==> src/rtl/castle_chaos_pkg.sv <==
// Shared definitions for the castle_chaos video path: pixel bus widths and
// the cell drawer state encoding. Imported by the game controller, the
// selector drawer and cell_sprite_drawer so that all agree on bus widths.
package castle_chaos_pkg;

   localparam int COLOUR_W = 3;
   localparam int X_W      = 8;
   localparam int Y_W      = 7;

   typedef enum logic [1:0] {
      ST_IDLE = 2'd0,
      ST_DRAW = 2'd1,
      ST_DONE = 2'd2
   } draw_state_t;

endpackage

==> src/rtl/pixel_scan_counter.sv <==
// Row-major scan of a CELL_SIZE x CELL_SIZE cell: col runs fastest, then row.
// Ports:
//   clk, reset  - clock, synchronous active-low reset
//   enable      - advance one pixel
//   clear       - synchronous return to offset (0,0), wins over enable
//   col, row    - current offset inside the cell
//   last        - current offset is the bottom-right pixel
module pixel_scan_counter #(
   parameter int CELL_SIZE = 16,
   localparam int CW = $clog2(CELL_SIZE)
) (
   input  logic          clk,
   input  logic          reset,
   input  logic          enable,
   input  logic          clear,
   output logic [CW-1:0] col,
   output logic [CW-1:0] row,
   output logic          last
);

   localparam logic [CW-1:0] MAX_OFF = CW'(CELL_SIZE - 1);

   always_ff @(posedge clk) begin
      if (!reset || clear) begin
         col <= '0;
         row <= '0;
      end else if (enable) begin
         if (col == MAX_OFF) begin
            col <= '0;
            row <= row + 1'b1;
         end else begin
            col <= col + 1'b1;
         end
      end
   end

   assign last = (col == MAX_OFF) && (row == MAX_OFF);

endmodule

==> src/rtl/cell_sprite_drawer.sv <==
// Draws one square board cell: a background of colour2 with an inset piece
// square of colour1, one pixel per cycle, then pulses done for one cycle.
// Ports:
//   clk, reset          - clock, synchronous active-low reset
//   load                - draw request, accepted only in IDLE
//   x, y                - top-left corner of the cell
//   colour1, colour2    - piece colour, background colour
//   x_out, y_out        - pixel coordinate to the VGA adapter
//   colour_out, plot    - pixel colour and write enable
//   done                - one-cycle completion pulse
//
// state   | meaning
// --------+-------------------------------------------------
// ST_IDLE | waiting for load; outputs hold the last pixel
// ST_DRAW | one pixel per cycle presented with plot=1
// ST_DONE | single cycle with done=1, load ignored
module cell_sprite_drawer
   import castle_chaos_pkg::*;
#(
   parameter int CELL_SIZE    = 16,
   parameter int PIECE_MARGIN = 4
) (
   input  logic                clk,
   input  logic                reset,
   input  logic                load,
   input  logic [X_W-1:0]      x,
   input  logic [Y_W-1:0]      y,
   input  logic [COLOUR_W-1:0] colour1,
   input  logic [COLOUR_W-1:0] colour2,
   output logic [X_W-1:0]      x_out,
   output logic [Y_W-1:0]      y_out,
   output logic [COLOUR_W-1:0] colour_out,
   output logic                plot,
   output logic                done
);

   localparam int CW = $clog2(CELL_SIZE);
   // One extra bit so CELL_SIZE - PIECE_MARGIN fits when the margin is 0.
   localparam logic [CW:0] M_LO = (CW+1)'(PIECE_MARGIN);
   localparam logic [CW:0] M_HI = (CW+1)'(CELL_SIZE - PIECE_MARGIN);

   draw_state_t state, state_next;

   logic [X_W-1:0]      x_lat;
   logic [Y_W-1:0]      y_lat;
   logic [COLOUR_W-1:0] c1_lat;
   logic [COLOUR_W-1:0] c2_lat;

   logic [CW-1:0] col;
   logic [CW-1:0] row;
   logic          last;
   logic          start;
   logic          scan_en;
   logic          in_piece;

   assign start   = (state == ST_IDLE) && load;
   assign scan_en = (state == ST_DRAW) && !last;

   pixel_scan_counter #(
      .CELL_SIZE (CELL_SIZE)
   ) u_scan (
      .clk    (clk),
      .reset  (reset),
      .enable (scan_en),
      .clear  (start),
      .col    (col),
      .row    (row),
      .last   (last)
   );

   always_ff @(posedge clk) begin
      if (!reset) begin
         state <= ST_IDLE;
      end else begin
         state <= state_next;
      end
   end

   always_comb begin
      state_next = state;
      case (state)
         ST_IDLE: if (load) state_next = ST_DRAW;
         ST_DRAW: if (last) state_next = ST_DONE;
         ST_DONE: state_next = ST_IDLE;
         default: state_next = ST_IDLE;
      endcase
   end

   always_ff @(posedge clk) begin
      if (!reset) begin
         x_lat  <= '0;
         y_lat  <= '0;
         c1_lat <= '0;
         c2_lat <= '0;
      end else if (start) begin
         x_lat  <= x;
         y_lat  <= y;
         c1_lat <= colour1;
         c2_lat <= colour2;
      end
   end

   // Pixel outputs are pure functions of flops. The counter freezes on the
   // last pixel after DRAW, so coordinates and colour hold until the next
   // load, and read as zero after reset because every source is zero.
   assign in_piece = ({1'b0, col} >= M_LO) && ({1'b0, col} < M_HI) &&
                     ({1'b0, row} >= M_LO) && ({1'b0, row} < M_HI);

   assign x_out      = x_lat + X_W'(col);
   assign y_out      = y_lat + Y_W'(row);
   assign colour_out = in_piece ? c1_lat : c2_lat;
   assign plot       = (state == ST_DRAW);
   assign done       = (state == ST_DONE);

endmodule

==> config.mk <==
export PLATFORM = sky130hd
export DESIGN_NAME = cell_sprite_drawer
export DESIGN_NICKNAME = d
export VERILOG_FILES = /design/src/rtl/castle_chaos_pkg.sv /design/src/rtl/pixel_scan_counter.sv /design/src/rtl/cell_sprite_drawer.sv
export SDC_FILE = /design/constraint.sdc
export NUM_CORES = 1
export LEC_CHECK = 0
export CORE_MARGIN = 1
export CORE_UTILIZATION = 50
export CTS_BUF_LIST = sky130_fd_sc_hd__clkbuf_8
export DETAILED_ROUTE_END_ITERATION = 12
export PLACE_DENSITY = 0.81
export SYNTH_ARGS = -nofsm -noshare
export SYNTH_HDL_FRONTEND = slang
export SYNTH_SLANG_ARGS = --single-unit
==> constraint.sdc <==
create_clock -name clk -period 1.95 [get_ports clk]
set_input_delay 0.2925 -clock clk [delete_from_list [all_inputs] [get_ports clk]]
set_output_delay 0.2925 -clock clk [all_outputs]
set_load 0.1 [all_outputs]
==> results of run 1 <==
==> kinds of logic after synthesis <==
logic type      synth area share [%]
flops                          37.18
fa+ha+maj                      10.64
compound gates                 16.94
mux                            3.223
buf+inv                        3.822
xor+xnor                       8.396
simple gates                   19.79
==> Yosys cell counts, types with 3 or more instances <==
library cell | instances | area share [%]
xor2_1 | 7 | 3.7
inv_1 | 6 | 1.3
a21oi_1 | 3 | 0.90
and3_1 | 3 | 1.1
ha_1 | 11 | 8.2
nand3_1 | 4 | 1.2
a21boi_1 | 22 | 9.9
nor2_1 | 10 | 2.2
mux2_1 | 3 | 2.0
clkbuf_1 | 3 | 0.67
o21ai_1 | 3 | 0.90
dfxtp_1 | 31 | 37
xnor2_1 | 9 | 4.7
buf_2 | 3 | 0.90
nand2_1 | 48 | 11
==> per-stage QoR <==
stage / cell area (um2) / instances / utilization, %
floorplan: 1946 / 194 / -
global placement: 2701 / 290 / 87.06
detailed placement: 2701 / 290 / 87.06
CTS: 2982 / 302 / 96.09
==> repair_timing <==
action	CTS
buffers inserted	4
endpoints found under the setup margin	14
pin swaps	14
gates resized for setup	24
==> results.sh, run 1 <==
export IMPL_worst_path_end_type="primary output"
export IMPL_ys_warnings_count=0
export IMPL_htreeDepth=2
export IMPL_antenna_found_initial=0
export IMPL_ys_ff_latch=31
export IMPL_status="stopped before the end"
export IMPL_clkSinkCount=31
export IMPL_start_util_pct=53.79
export IMPL_cts_buffer_depth=2
export IMPL_ctsHoldBuffers=0
export IMPL_dp_hpwl_mm=3.582
export IMPL_port_buffers=43
export IMPL_cts_buffers=5
export IMPL_rows=20
export IMPL_yosysSeqAreaShare_pct=37.18
export IMPL_dpl_worst_slack_ps=-165.5
export IMPL_ys_types=35
export IMPL_synth_flop_cell="dfxtp_1"
export IMPL_die_w_um=59.78
export IMPL_async_flop_share_pct=0
export IMPL_tool_error="[ERROR DPL-0033] detailed placement checks failed during check placement."
export IMPL_synth_edf_count=0
export IMPL_syn_cell_area_um2=1669
export IMPL_synth_avg_cell_area_um2=8.604
export IMPL_crit_endpoint="y_out[5]"
export IMPL_ioPinCount=44
export IMPL_ctsRootBufferMaster="clkbuf_8"
export IMPL_die_h_um=59.78
export IMPL_grt_start_max_net_pins=24
export IMPL_syn_num_nets=231
export IMPL_syn_inst=194
export IMPL_haltStage="global routing (5_1_grt)"
export IMPL_place_gp_congestion=0.7867
==> run 2, diff against run 1 <==
CORE_UTILIZATION = 40   (was 50)
CTS_BUF_LIST = not set   (was sky130_fd_sc_hd__clkbuf_8)
PLACE_DENSITY = not set   (was 0.81)
PLACE_DENSITY_LB_ADDON = 0.15   (was not set)
==> results.sh, run 2 <==
export IMPL_clk_latency_ps=280
export IMPL_slew_violations=0
export IMPL_p_comb_share_pct=32.1
export IMPL_worst_pin_slew_ps=475.2
export IMPL_period_needed_ps=2384
export IMPL_synth_most_common_cell="nand2_1"
export IMPL_worstHoldPathType="reg -> reg"
export IMPL_ys_warnings_count=0
export IMPL_p_int_mw=1.143
export IMPL_slew_headroom_pct=68.18
export IMPL_fin_tns_setup_ps=-2330
export IMPL_final_common_cell="nand2_1"
export IMPL_worst_slack_ps=-434.4
export IMPL_syn_cell_area_um2=1669
export IMPL_grt_start_max_net_pins=24
export IMPL_grt_pass1_wl_mm=6.969
export IMPL_rows=23
export IMPL_largest_reg_flops=8
export IMPL_worst_ep_arrival_time_ps=2090
export IMPL_syn_num_nets=231
export IMPL_area_growth_pct=78.94
export IMPL_cts_buffer_depth=2
export IMPL_nFillCells=282
export IMPL_yosysSeqAreaShare_pct=37.18
export IMPL_layout_drive_gt1_share_pct=37.69
export IMPL_p_clk_share_pct=27.5
export IMPL_cp_end_kind="output port"
export IMPL_ioPinCount=44
export IMPL_cap_violations=0
export IMPL_seq_area_um2=643.1
export IMPL_place_gp_congestion=0.7695
export IMPL_grt_ovfl_total=0
export IMPL_path_max_fanout=2
export IMPL_synthTopCellsByArea="dfxtp_1 (37%), nand2_1 (11%), a21boi_1 (9.9%), ha_1 (8.2%), xnor2_1 (4.7%)"
export IMPL_grt_pass1_vias=1504
export IMPL_r2r_start="u_scan.col[1]$_SDFFE_PP0P_"
export IMPL_finalClockSkew_ps=7.084
export IMPL_synth_avg_cell_area_um2=8.604
export IMPL_syn_inst=194
export IMPL_synth_top_area_share_pct=37.18
export IMPL_vias=1558
export IMPL_synth_flop_cell="dfxtp_1"
export IMPL_coreArea_um2=4000
export IMPL_die_h_um=66.60
export IMPL_p_sw_share_pct=33.47
export IMPL_dpl_worst_slack_ps=-200.5
export IMPL_antenna_found_initial=0
export IMPL_startpoint="y_lat[0]$_SDFFE_PN0P_"
export IMPL_holdWs_ps=450.0
export IMPL_cellLeakagePower_nw=1.200
export IMPL_final_cell_mix="nand2_1 (47), clkdlybuf4s50_1 (23), a21boi_1 (21), dfxtp_1 (21), buf_12 (21)"
export IMPL_cts_tree="done"
export IMPL_avgRoutedWirePerCell_um=13.85
export IMPL_p_switching_mw=0.5750
export IMPL_powerDensity_nw_per_um2=575.2
export IMPL_dp_hpwl_mm=3.012
export IMPL_multi_input_comb_area_um2=1344
export IMPL_viasPerCell=5.026
export IMPL_ys_types=35
export IMPL_hold_viol=0
export IMPL_top_regs="x_lat (8), y_lat (7)"
export IMPL_placed_cell_area_um2=2759
export IMPL_setup_viol=10
export IMPL_reg2reg_depth=7
export IMPL_min_from="c2_lat[0]$_SDFFE_PN0P_"
export IMPL_timing_final_crit_share_pct=122.3
export IMPL_fin_nets=297
export IMPL_ys_ff_latch=31
export IMPL_port_buffers=43
export IMPL_htreeDepth=2
export IMPL_regMostFlops="x_lat"
export IMPL_grt_total_usage_pct=21.78
export IMPL_die_area_um2=4435
export IMPL_holdPathStages=2
export IMPL_ctsRootBufferMaster="clkbuf_8"
export IMPL_clkSinkCount=31
export IMPL_drc=0
export IMPL_drt_first_iter_violations=68
export IMPL_critPathLaunchType="flop"
export IMPL_async_flop_share_pct=0
export IMPL_fmax_mhz=419.4
export IMPL_status="complete, but fails checks"
export IMPL_drt_wl_total_mm=4.293
export IMPL_failed_checks="negative setup slack"
export IMPL_power_frac_seq_pct=40.4
export IMPL_die_w_um=66.60
export IMPL_ir_drop_v=0.0004118
export IMPL_n_antenna_cell=0
export IMPL_clkSlewWorstSetupHoldPaths_ps=60
export IMPL_synth_edf_count=0
export IMPL_drt_antenna_violating_nets=0
export IMPL_crit_type="reg -> out"
export IMPL_stdcell_area_um2=2987
export IMPL_synth_top_area_cell="dfxtp_1"
export IMPL_netlist_top_cells_count="nand2_1 (48), dfxtp_1 (31), a21boi_1 (22)"
export IMPL_first_pass_iters=4
export IMPL_ctsHoldBuffers=0
export IMPL_start_util_pct=41.73
export IMPL_crit_required_ps=1660
export IMPL_rsz0062_at_grt="yes"
export IMPL_cts_buffers=5
-- run 2: cell counts after synthesis --
No cell type changed its count.
-- run 2: path summary, 6_finish.rpt --
kind	to	slack, ps
worst min register to register	c2_lat[0]$_SDFFE_PN0P_	450
worst max register to register	u_scan.row[1]$_SDFFE_PP0P_	260
worst min-delay path	c2_lat[0]$_SDFFE_PN0P_	450
worst max-delay path	y_out[6]	-430
-- run 2: final cells by class --
class	instances	share of cell area [%]
clock buffers	7	2.556
repair buffers	66	27.94
well taps	50	2.095
flip-flops and latches	31	21.53
multi-input cells	149	44.99
inverters	7	0.8798
-- run 2: metal layers --
layer | vias to the layer above | part of all wire (%) | global-route usage, %
met1 | 721 | 46 | 27.77
met4 | 0 | 1.7 | 9.574
met2 | 39 | 48 | 35.23
met3 | 7 | 3.9 | 4.281
met5 | - | 0 | 0
li1 | 791 | - | -
-- run 2: cells by family after synthesis --
kind of cell | count (synthesis) | share of synthesized area (%)
compound gates | 39 | 16.94
xor+xnor | 16 | 8.396
fa+ha+maj | 13 | 10.64
buf+inv | 14 | 3.822
flops | 31 | 37.18
mux | 5 | 3.223
simple gates | 76 | 19.79
-- run 2: power groups by stage --
stage / sequential, mW / combinational (mW) / clock, mW
detailed placement: 0.705 / 0.534 / 0
finish: 0.695 / 0.551 / 0.473
floorplan: 0.704 / 0.326 / 0
global route: 0.698 / 0.579 / 0.518
global placement: 0.704 / 0.529 / 0
CTS: 0.696 / 0.546 / 0.481
-- run 2: metrics by stage --
stage | utilization, % | instances | power [mW]
after floorplan | - | 194 | 1.030
after global placement | 68.97 | 301 | 1.233
after detailed placement | 68.97 | 301 | 1.239
after CTS | 72.91 | 308 | 1.722
after global routing | 74.66 | 310 | 1.795
final | 74.66 | 310 | 1.718
-- run 2: critical path, stage by stage (launching register included) --
cell	delay, ps
dfxtp_2	350
ha_4	140
inv_2	30
fa_2	340
nand2b_4	160
a21boi_2	160
o211ai_1	210
xnor2_4	220
buf_12	190
-- run 2: what timing repair did --
action	4_1_cts	5_1_grt
resized for setup	15	13
setup endpoints to repair	14	14
pin swaps	11	5
cloned	0	0
setup buffers	0	3
Power figures use the tool's default switching activity.
